## src/rtl/mvu_job_pkg.sv

```systemverilog
// Shared types for the MVU job dispatcher: job descriptor layout and FSM states.
package mvu_job_pkg;

  typedef struct packed {
    logic [2:0]  mvu_id;
    logic [3:0]  wprec;
    logic [3:0]  iprec;
    logic [3:0]  oprec;
    logic [5:0]  quant_msb;
    logic [14:0] countdown;
    logic [15:0] wbaseaddr;
    logic [15:0] ibaseaddr;
    logic [15:0] obaseaddr;
  } job_t;

  localparam int unsigned JOB_W = 84;
  // Config payload is the descriptor without its routing field (mvu_id sits in the MSBs).
  localparam int unsigned CFG_W = JOB_W - 3;

  typedef enum logic [1:0] {
    IDLE,
    CFG,
    START
  } dispatch_state_t;

  // Strip the routing field off a descriptor.
  function automatic logic [CFG_W-1:0] job_cfg(input job_t job);
    return job[CFG_W-1:0];
  endfunction

endpackage

```

## src/rtl/mvu_job_dispatcher_if.sv

```systemverilog
// Job stream plus MVU configuration/start/irq bus between a job source and the dispatcher.
interface mvu_job_dispatcher_if #(
  parameter int unsigned N = 8
) ();
  import mvu_job_pkg::*;

  logic             job_valid;
  logic             job_ready;
  job_t             job_desc;
  logic [CFG_W-1:0] mvu_cfg_data;
  logic [N-1:0]     mvu_cfg_we;
  logic [N-1:0]     mvu_start;
  logic [N-1:0]     mvu_irq;

  // Job source / MVU-array side.
  modport master (
    output job_valid,
    output job_desc,
    output mvu_irq,
    input  job_ready,
    input  mvu_cfg_data,
    input  mvu_cfg_we,
    input  mvu_start
  );

  // Dispatcher side.
  modport slave (
    input  job_valid,
    input  job_desc,
    input  mvu_irq,
    output job_ready,
    output mvu_cfg_data,
    output mvu_cfg_we,
    output mvu_start
  );

endinterface

```

## src/rtl/mvu_job_fifo.sv

```systemverilog
// In-order synchronous FIFO with a registered full flag (power-of-two depth).
module mvu_job_fifo #(
  parameter int unsigned Width = 8,
  parameter int unsigned Depth = 4
) (
  input  logic             clk_i,
  input  logic             rst_i,
  input  logic             push_i,
  input  logic [Width-1:0] wdata_i,
  input  logic             pop_i,
  output logic [Width-1:0] rdata_o,
  output logic             full_o,
  output logic             empty_o
);

  localparam int unsigned AddrW = (Depth > 1) ? $clog2(Depth) : 1;
  localparam int unsigned CntW  = AddrW + 1;

  logic [Width-1:0] mem_q [Depth];
  logic [AddrW-1:0] wptr_q, rptr_q;
  logic [CntW-1:0]  count_q, count_d;
  logic             full_q, full_d;
  logic             push_ok, pop_ok;

  assign empty_o = (count_q == '0);
  assign full_o  = full_q;
  assign rdata_o = mem_q[rptr_q];
  assign push_ok = push_i && !full_q;
  assign pop_ok  = pop_i && !empty_o;

  // Occupancy and next full flag.
  always_comb begin
    count_d = count_q;
    if (push_ok && !pop_ok) begin
      count_d = count_q + CntW'(1);
    end else if (pop_ok && !push_ok) begin
      count_d = count_q - CntW'(1);
    end
    full_d = (count_d == CntW'(Depth));
  end

  // Pointers and flags; full reads as set during reset so nothing is accepted then.
  always_ff @(posedge clk_i) begin
    if (rst_i) begin
      wptr_q  <= '0;
      rptr_q  <= '0;
      count_q <= '0;
      full_q  <= 1'b1;
    end else begin
      if (push_ok) wptr_q <= wptr_q + AddrW'(1);
      if (pop_ok)  rptr_q <= rptr_q + AddrW'(1);
      count_q <= count_d;
      full_q  <= full_d;
    end
  end

  // Storage, no reset needed: entries are only read while counted valid.
  always_ff @(posedge clk_i) begin
    if (push_ok) mem_q[wptr_q] <= wdata_i;
  end

endmodule

```

## src/rtl/mvu_job_dispatcher.sv

```systemverilog
// Buffers job descriptors, programs and starts MVUs in order, tracks busy/irq/watchdog state.
module mvu_job_dispatcher
  import mvu_job_pkg::*;
#(
  parameter int unsigned N              = 8,
  parameter int unsigned FIFO_DEPTH     = 4,
  parameter int unsigned TIMEOUT_CYCLES = 0
) (
  input  logic                  clk,
  input  logic                  rst,
  mvu_job_dispatcher_if.slave   bus,
  output logic [N-1:0]          busy,
  output logic [31:0]           jobs_issued,
  output logic [31:0]           jobs_done,
  output logic [N-1:0]          err_spurious,
  output logic [N-1:0]          err_timeout,
  output logic                  idle
);

  localparam bit          WdogEn  = (TIMEOUT_CYCLES != 0);
  localparam int unsigned WdogMax = WdogEn ? TIMEOUT_CYCLES - 1 : 0;
  localparam int unsigned WdogW   = (TIMEOUT_CYCLES > 1) ? $clog2(TIMEOUT_CYCLES) : 1;

  job_t             head;
  logic             fifo_full, fifo_empty, fifo_pop;
  logic             head_id_ok;
  logic [N-1:0]     head_onehot;

  dispatch_state_t  state_q, state_d;
  logic [N-1:0]     cfg_we, start;
  logic [CFG_W-1:0] cfg_data;

  logic [N-1:0]     busy_q, busy_d;
  logic [N-1:0]     spur_q, spur_d;
  logic [N-1:0]     tout_q, tout_d;
  logic [N-1:0]     accept, expire;
  logic [31:0]      issued_q, issued_d;
  logic [31:0]      done_q, done_d;
  logic [WdogW-1:0] wdog_q [N];
  logic [WdogW-1:0] wdog_d [N];

  mvu_job_fifo #(
    .Width (JOB_W),
    .Depth (FIFO_DEPTH)
  ) u_fifo (
    .clk_i   (clk),
    .rst_i   (rst),
    .push_i  (bus.job_valid),
    .wdata_i (bus.job_desc),
    .pop_i   (fifo_pop),
    .rdata_o (head),
    .full_o  (fifo_full),
    .empty_o (fifo_empty)
  );

  assign head_id_ok  = (32'(head.mvu_id) < N);
  // An out-of-range id shifts out to zero, so such a head can never strobe anything.
  assign head_onehot = N'(1) << head.mvu_id;

  // Dispatch FSM: IDLE waits for an unblocked head, CFG programs, START fires and pops.
  always_comb begin
    state_d  = state_q;
    fifo_pop = 1'b0;
    cfg_we   = '0;
    start    = '0;
    cfg_data = '0;
    unique case (state_q)
      IDLE: begin
        if (!fifo_empty) begin
          if (!head_id_ok) begin
            fifo_pop = 1'b1;
          end else if ((busy_q & head_onehot) == '0) begin
            state_d = CFG;
          end
        end
      end
      CFG: begin
        cfg_we   = head_onehot;
        cfg_data = job_cfg(head);
        state_d  = START;
      end
      START: begin
        start    = head_onehot;
        fifo_pop = 1'b1;
        state_d  = IDLE;
      end
      default: state_d = IDLE;
    endcase
  end

  // Per-MVU busy, irq classification and watchdog next state.
  always_comb begin
    accept = '0;
    expire = '0;
    busy_d = busy_q;
    spur_d = spur_q;
    tout_d = tout_q;
    for (int i = 0; i < N; i++) begin
      wdog_d[i] = '0;
      accept[i] = bus.mvu_irq[i] && busy_q[i];
      // An irq in the expiry cycle wins over the watchdog.
      expire[i] = WdogEn && busy_q[i] && !bus.mvu_irq[i] && (wdog_q[i] == WdogW'(WdogMax));
      if (bus.mvu_irq[i] && !busy_q[i]) spur_d[i] = 1'b1;
      if (expire[i]) tout_d[i] = 1'b1;
      busy_d[i] = (busy_q[i] && !accept[i] && !expire[i]) || start[i];
      if (WdogEn && busy_q[i] && busy_d[i]) wdog_d[i] = wdog_q[i] + WdogW'(1);
    end
    issued_d = issued_q + 32'(state_q == START && head_id_ok);
    done_d   = done_q + 32'($countones(accept));
  end

  // State, tracking and counter registers.
  always_ff @(posedge clk) begin
    if (rst) begin
      state_q  <= IDLE;
      busy_q   <= '0;
      spur_q   <= '0;
      tout_q   <= '0;
      issued_q <= '0;
      done_q   <= '0;
      wdog_q   <= '{default: '0};
    end else begin
      state_q  <= state_d;
      busy_q   <= busy_d;
      spur_q   <= spur_d;
      tout_q   <= tout_d;
      issued_q <= issued_d;
      done_q   <= done_d;
      wdog_q   <= wdog_d;
    end
  end

  assign bus.job_ready    = !fifo_full;
  assign bus.mvu_cfg_we   = cfg_we;
  assign bus.mvu_cfg_data = cfg_data;
  assign bus.mvu_start    = start;

  assign busy         = busy_q;
  assign jobs_issued  = issued_q;
  assign jobs_done    = done_q;
  assign err_spurious = spur_q;
  assign err_timeout  = tout_q;
  assign idle         = fifo_empty && (state_q == IDLE) && (busy_q == '0);

endmodule

```

## src/flat_wrapper.sv

```systemverilog
// flat-port wrapper written by rule: the top's interface ports become plain ports
module mvu_job_dispatcher_flat import mvu_job_pkg::*;
#(
  parameter int unsigned N              = 8,
  parameter int unsigned FIFO_DEPTH     = 4,
  parameter int unsigned TIMEOUT_CYCLES = 0
)
  (clk, rst, busy, jobs_issued, jobs_done, err_spurious, err_timeout, idle, bus_job_valid, bus_job_desc, bus_mvu_irq, bus_job_ready, bus_mvu_cfg_data, bus_mvu_cfg_we, bus_mvu_start);
  mvu_job_dispatcher_if #(.N(N)) bus_i ();
  input  logic clk;
  input  logic rst;
  output logic [N-1:0] busy;
  output logic [31:0] jobs_issued;
  output logic [31:0] jobs_done;
  output logic [N-1:0] err_spurious;
  output logic [N-1:0] err_timeout;
  output logic idle;
  input wire logic [$bits(bus_i.job_valid)-1:0] bus_job_valid;
  input wire logic [$bits(bus_i.job_desc)-1:0] bus_job_desc;
  input wire logic [$bits(bus_i.mvu_irq)-1:0] bus_mvu_irq;
  output wire logic [$bits(bus_i.job_ready)-1:0] bus_job_ready;
  output wire logic [$bits(bus_i.mvu_cfg_data)-1:0] bus_mvu_cfg_data;
  output wire logic [$bits(bus_i.mvu_cfg_we)-1:0] bus_mvu_cfg_we;
  output wire logic [$bits(bus_i.mvu_start)-1:0] bus_mvu_start;
  assign bus_i.job_valid = bus_job_valid;
  assign bus_i.job_desc = bus_job_desc;
  assign bus_i.mvu_irq = bus_mvu_irq;
  assign bus_job_ready = bus_i.job_ready;
  assign bus_mvu_cfg_data = bus_i.mvu_cfg_data;
  assign bus_mvu_cfg_we = bus_i.mvu_cfg_we;
  assign bus_mvu_start = bus_i.mvu_start;
  mvu_job_dispatcher #(.N(N), .FIFO_DEPTH(FIFO_DEPTH), .TIMEOUT_CYCLES(TIMEOUT_CYCLES)) u_core (.clk(clk), .rst(rst), .bus(bus_i), .busy(busy), .jobs_issued(jobs_issued), .jobs_done(jobs_done), .err_spurious(err_spurious), .err_timeout(err_timeout), .idle(idle));
endmodule
```

## config.mk

```make
export PLATFORM = sky130hd
export DESIGN_NAME = mvu_job_dispatcher_flat
export DESIGN_NICKNAME = d
export VERILOG_FILES = /design/src/rtl/mvu_job_pkg.sv /design/src/rtl/mvu_job_dispatcher_if.sv /design/src/rtl/mvu_job_fifo.sv /design/src/rtl/mvu_job_dispatcher.sv /design/src/flat_wrapper.sv
export SDC_FILE = /design/constraint.sdc
export NUM_CORES = 1
export LEC_CHECK = 0
export ABC_CLOCK_PERIOD_IN_PS = 9000
export CORE_ASPECT_RATIO = 0.6
export CORE_MARGIN = 4
export CORE_UTILIZATION = 35
export CTS_BUF_LIST = sky130_fd_sc_hd__clkbuf_16
export CTS_CLUSTER_SIZE = 20
export DETAILED_ROUTE_END_ITERATION = 10
export DONT_BUFFER_PORTS = 1
export GPL_TIMING_DRIVEN = 0
export HOLD_SLACK_MARGIN = 0.03
export SYNTH_ARGS = -nofsm -noshare
export SYNTH_HDL_FRONTEND = slang
export SYNTH_HIERARCHICAL = 1
export SYNTH_SLANG_ARGS = --single-unit
```

## constraint.sdc

```tcl
create_clock -name clk -period 9 [get_ports clk]
set_input_delay 0.45 -clock clk [delete_from_list [all_inputs] [get_ports clk]]
set_output_delay 0.45 -clock clk [all_outputs]
set_load 0.01 [all_outputs]
```

# Yosys cells after proc, flatten, opt, wreduce, memory -nomap -nowiden
# Memories as Yosys holds them, arrays and structs flattened. A register that Yosys moved wholly into a read port is not among the register bits.
# Index checks and enable logic that the tools add are counted.
[totals]
input_bits = 95
output_inout_bits = 187
n_memories = 1
wordCells = 113
ramBits = 336
regBits = 90
[mem_list]
columns = ["memory", "depth", "width", "rd", "rd_ports_with_merged_regs", "write_ports", "line_no", "source"]
rows = [
  ["u_core.u_fifo.mem_q", 4, 84, 1, 1, 1, "mvu_job_fifo.sv:19", "logic [Width-1:0] mem_q [Depth];"],
]
[classes]
add_sub_neg = 13
n_reduce_logical = 63
n_eq_ne = 5
n_shift = 1
bitwise_logic = 1
mux = 13
[ops]
columns = ["cell", "n"]
rows = [
  ["32-bit adder", 4],
  ["81-bit 2-to-1 mux", 1],
  ["32-bit by 1-bit adder with 32-bit output", 1],
  ["1-bit logical AND", 30],
  ["1-bit zero test", 20],
  ["8-bit zero test", 2],
  ["8-bit 2-to-1 mux", 2],
  ["1-bit by 1-bit adder with 2-bit output", 4],
  ["8-bit AND", 1],
  ["1-bit logical OR", 8],
  ["2-bit 2-to-1 mux", 4],
  ["1-bit by 3-bit << shifter with 8-bit output (first input constant)", 1],
  ["3-bit 2-to-1 mux", 2],
  ["2-bit by 1-bit adder with 2-bit output (second input constant)", 2],
  ["2-bit one-hot mux with 2 select lines", 1],
  ["3-bit by 1-bit adder with 3-bit output (second input constant)", 1],
  ["3-bit == test (second input constant)", 1],
  ["3-bit zero test", 1],
  ["1-bit 2-to-1 mux", 3],
  ["3-bit by 1-bit subtractor with 3-bit output (second input constant)", 1],
  ["2-bit by 1-bit == test with 1-bit output (second input constant)", 1],
  ["2-bit == test (second input constant)", 1],
  ["2-bit zero test", 1],
  ["2-bit by 1-bit inequality test with 1-bit output (second input constant)", 1],
  ["other kinds (2)", 2],
]

# Logic depth before layout (Yosys ltp)
[depth]
word_depth = 7
mapped_depth = 15
ltp_nobuf = 14

# Modules after synthesis
# Netlist, hierarchy kept.
[by_module_without_submodules]
columns = ["module", "n_inst", "cells_each", "seq_area_each_um2", "area_each_um2"]
rows = [
  ["mvu_job_fifo", 1, 501, 10289.9, 12665.9],
  ["mvu_job_dispatcher", 1, 598, 1641.6, 4745.8],
]

# Worst setup path after synthesis
# OpenSTA, ideal clock, no wires.
[synth_timing]
path_type = "input port to flip-flop"
startpoint = "input port bus_mvu_irq[0]"
endpoint = "register u_core.done_q[28], in the netlist u_core/jobs_done[28]"
required_ps = 8879
cell_stages = 14
setup_slack_ps = 4794
n_path_buf = 1
arrival_time_ps = 4085
cell_sequence = "and2_1 > fa_1 > inv_1 > fa_1 > inv_1 > fa_1 > fa_1 > inv_1 > fa_1 > nand2b_1 > a21o_1 > clkbuf_1 > nor4_1 > mux2_2"
[synth_via]
elab_chain_len = 5
[synth_rtl]
columns = ["element", "line_no", "source"]
rows = [
  ["start: declaration", "flat_wrapper.sv:20", "input wire logic [$bits(bus_i.mvu_irq)-1:0] bus_mvu_irq;"],
  ["1-bit logical AND", "mvu_job_dispatcher.sv:100", "accept[i] = bus.mvu_irq[i] && busy_q[i];"],
  ["1-bit by 1-bit adder with 2-bit output (implied by the code)", "mvu_job_dispatcher.sv:109", "done_d = done_q + 32'($countones(accept));"],
  ["32-bit adder (implied by the code) (2 in a row)", "mvu_job_dispatcher.sv:109", ""],
  ["32-bit adder", "mvu_job_dispatcher.sv:109", ""],
  ["end signal: assignment", "mvu_job_dispatcher.sv:128", "done_q <= done_d;"],
  ["end: declaration", "mvu_job_dispatcher.sv:38", "logic [31:0] done_q, done_d;"],
]
# Every way passes these cells.
# A chain may end at the register's enable or synchronous reset.

# Worst setup path after layout
[layout_timing]
startpoint = "register u_core.busy_q[0], in the netlist u_core/busy[0]"
endpoint = "register u_core.done_q[28], in the netlist u_core/jobs_done[28]"
[layout_via]
elab_chain_len = 5
[layout_rtl]
columns = ["element", "line_no", "source"]
rows = [
  ["start: declaration", "mvu_job_dispatcher.sv:33", "logic [N-1:0] busy_q, busy_d;"],
  ["start signal: assignment", "mvu_job_dispatcher.sv:124", "busy_q <= busy_d;"],
  ["1-bit logical AND", "mvu_job_dispatcher.sv:100", ""],
  ["1-bit by 1-bit adder with 2-bit output (implied by the code)", "mvu_job_dispatcher.sv:109", ""],
  ["32-bit adder (implied by the code) (2 in a row)", "mvu_job_dispatcher.sv:109", ""],
  ["32-bit adder", "mvu_job_dispatcher.sv:109", ""],
]
# Every way passes these cells.

==> results.toml <==
[grt]
grt_pass1_wl_um = 63700
antenna_found_initial = 4
grt_overflow_total = 0
grt_usage = 0.156
grt_start_max_net_pins = 58
grt_pass1_vias = 10015

[clock_network]
cts_setup_buffers = 0
cts_buffers = 43
post_cts_resized = 0
insertion_delay_ps = 570
clockRootBuffer = "clkbuf_16"
cts_tree = "done"
cts_hold_buf = 91
cts_buffer_depth = 3
htree_levels = 2
clock-sinks = 428
path_clk_slew_ps = 60

[place]
routabilityCongestion = 0.864
pre_cts_ws_ps = 4230
hpwlAfterDp_um = 28200
port_buffers = 0
place_area_um2 = 18400

[routing]
num_vias = 9902
routed_wl_um = 42400
drtIter0Drc = 691
routed_via_density = 5.14
wl_per_cell_um = 22.0
drc = 0
dr.pass1.iters = 5
ant_nets = 0

[timing]
fmax_mhz = 207
tns_ps = 0
rsz0062_at_grt = "false"
hold_ws_ps = 73.2
timing.slew.headroom = 0.100
period_share = 0.536
report.final.setup_viol = 0
setup_ws_ps = 4180
finalHoldViolations = 0
skew_ps = 34.9
tightest_slew_ps = 1340
post-route-min-period_ps = 4820
finalMaxSlewViolations = 0

[finish]
mostFrequentLayoutCells = "336 x edfxtp_1, 92 x dfxtp_1, 91 x dlygate4sd3_1"
final_common_cell = "edfxtp_1"
n_fill_cell = 4308
drive_gt1_frac = 0.167
layout.nets = 1361
area_growth_pct = 19.0
final_area_um2 = 20700

[logic_synthesis]
postSynthCellCount = 1099
ys_ff_latch = 428
synth_area_per_cell_um2 = 15.8
ys_warn_count = 6
synth_cell_types = 59
synth_top_flop_cell = "edfxtp_1"
synth-edff-count = 336
async_flop_share = 0
seq_area_frac_synth = 0.685
synth_area_um2 = 17400

[power_and_ir_drop]
power_leakage_nw = 6.70
pwr_density_cell_nw_per_um2 = 213
ir_worst_vdd_uv = 193

[floorplanning]
die_w_um = 296
die_height_um = 181
num_io_pins = 282
initial_core_util = 0.359
rows = 62
core_area_um2 = 48500
die-area_um2 = 53500

[min_path]
hp-class = "input pin to flip-flop"

[worst_setup_path]
path_buf_inv = 4
worst_path_max_delay_cell = "fa_1"
end_kind = "flip-flop"
critPathKind = "flip-flop to flip-flop"
crit_top_cell = "fa_1"
cpLargestDelayFamily = "adder cells"
critPathMaxFanout = 10
cp-start-kind = "flip-flop"
critPathArrivalTime_ps = 5270
critPathMaxStageDelay_ps = 560
critical_path_required_ps = 9450
crit_chain = "and2_1, fa_1, inv_1, fa_1, inv_1, fa_1, fa_1, inv_1, fa_1, nand2b_1, a21o_1, clkbuf_1, nor4_1, mux2_2"

[flow_run]
cap_violations = 0

[status]
status = "completed"
==> power breakdown <==
| part | total (mW) | internal (mW) | switching (mW) |
|---|---|---|---|
| combinational | 0.388 | 0.147 | 0.241 |
| sequential | 2.20 | 2.18 | 0.0213 |
| clock | 1.83 | 1.04 | 0.792 |
| total | 4.42 | 3.36 | 1.05 |
==> worst register-to-register path, stage by stage (launching register included) <==
cell and delay [ps]:
dfxtp_1 410, and2_1 230, fa_1 500, inv_1 70, fa_1 530, inv_1 50
fa_1 560, fa_1 200, inv_1 60, fa_1 410, nand2b_1 240, a21o_1 290
clkbuf_1 330, nor4_1 470, mux2_2 380
==> area by class of cell <==
class | instances | area, um2 | area share
clock buffer | 43 | 1080 | 0.0519
tap | 640 | 801 | 0.0386
inverter | 36 | 135 | 0.00652
timing repair buffer | 95 | 1020 | 0.0493
antenna | 5 | 12.5 | 0.000604
buffer | 64 | 330 | 0.0159
clock inverter | 36 | 373 | 0.0180
multi-input combinational | 578 | 5050 | 0.243
sequential | 428 | 11900 | 0.576
==> stage by stage <==
| stage | total power, mW | util | cells |
|---|---|---|---|
| 6_report | 4.42 | 0.427 | 1925 |
| 5_1_grt | 4.61 | 0.427 | 1924 |
| 4_1_cts | 4.49 | 0.427 | 1920 |
| 3_5_place_dp | 2.60 | 0.379 | 1750 |
| 3_3_place_gp | 2.59 | 0.376 | 1746 |
| 2_1_floorplan | 2.48 | - | 1106 |
==> Yosys cell counts, drive strengths merged (2+ instances only) <==
cell	n	area, um2
inv	35	131
nand3b	3	22.5
ha	15	188
nor3	7	35.0
o21ai	14	73.8
buf	36	225
mux4	84	1890
a21o	2	15.0
o31ai	18	135
or3	13	86.3
a21oi	44	220
xor2	6	52.6
and2	92	581
nand3	15	80.1
or4	21	161
a2bb2oi	3	26.3
nor4b	3	26.3
mux2i	2	20.0
nand4	13	87.6
a211oi	3	22.5
nand2	34	128
nor2	73	274
nor2b	21	141
fa	5	100
mux2	13	146
and4	5	43.8
nor4	17	106
edfxtp	336	10100
clkbuf	28	105
xnor2	15	131
and3	8	50.1
o22ai	3	18.8
dfxtp	92	1840
nand2b	6	37.5
==> sequential cells by signal, summed over array words and instances, names as in the netlist, named ones only <==
name	cells
u_core/state_q	2
u_core/jobs_done	32
u_core/err_spurious	8
u_core/u_fifo/wptr_q	2
u_core/u_fifo/rptr_q	2
u_core/u_fifo/full_o	1
u_core/u_fifo/mem_q	336
u_core/jobs_issued	32
u_core/u_fifo/count_q	3
u_core/busy	8
==> path summary, 6_finish.rpt <==
check / startpoint / end / slack, ps / cells after the start
max: u_core/busy[0] / u_core/jobs_done[28] / 4180 / 14
min: bus_mvu_irq[0] / u_core/busy[0] / 70 / 3
max reg2reg: u_core/busy[0] / u_core/jobs_done[28] / 4180 / 14
min reg2reg: u_core/u_fifo/wptr_q[1] / u_core/u_fifo/wptr_q[1] / 500 / 2
==> kinds of logic (layout without fill, tap and decap cells) <==
group | Yosys count | count (layout) | synth area share
flip-flops | 428 | 428 | 0.685
buffers and inverters | 100 | 274 | 0.0267
multiplexers | 99 | 99 | 0.118
adder cells (fa/ha/maj) | 20 | 20 | 0.0165
AND/OR/NAND/NOR | 334 | 334 | 0.108
other | 1 | 13 | 0.000215
AO/OA/AOI/OAI | 96 | 96 | 0.0342
XOR/XNOR | 21 | 21 | 0.0106
==> layer usage <==
metal | vias to the layer above | routed length, um | GRT usage
li1 | 4490 | - | -
met1 | 4975 | 18000 | 0.211
met2 | 373 | 19700 | 0.245
met3 | 64 | 3830 | 0.0492
met4 | 0 | 851 | 0.0380
met5 | - | 0 | 0
Power figures use the tool's default switching activity.
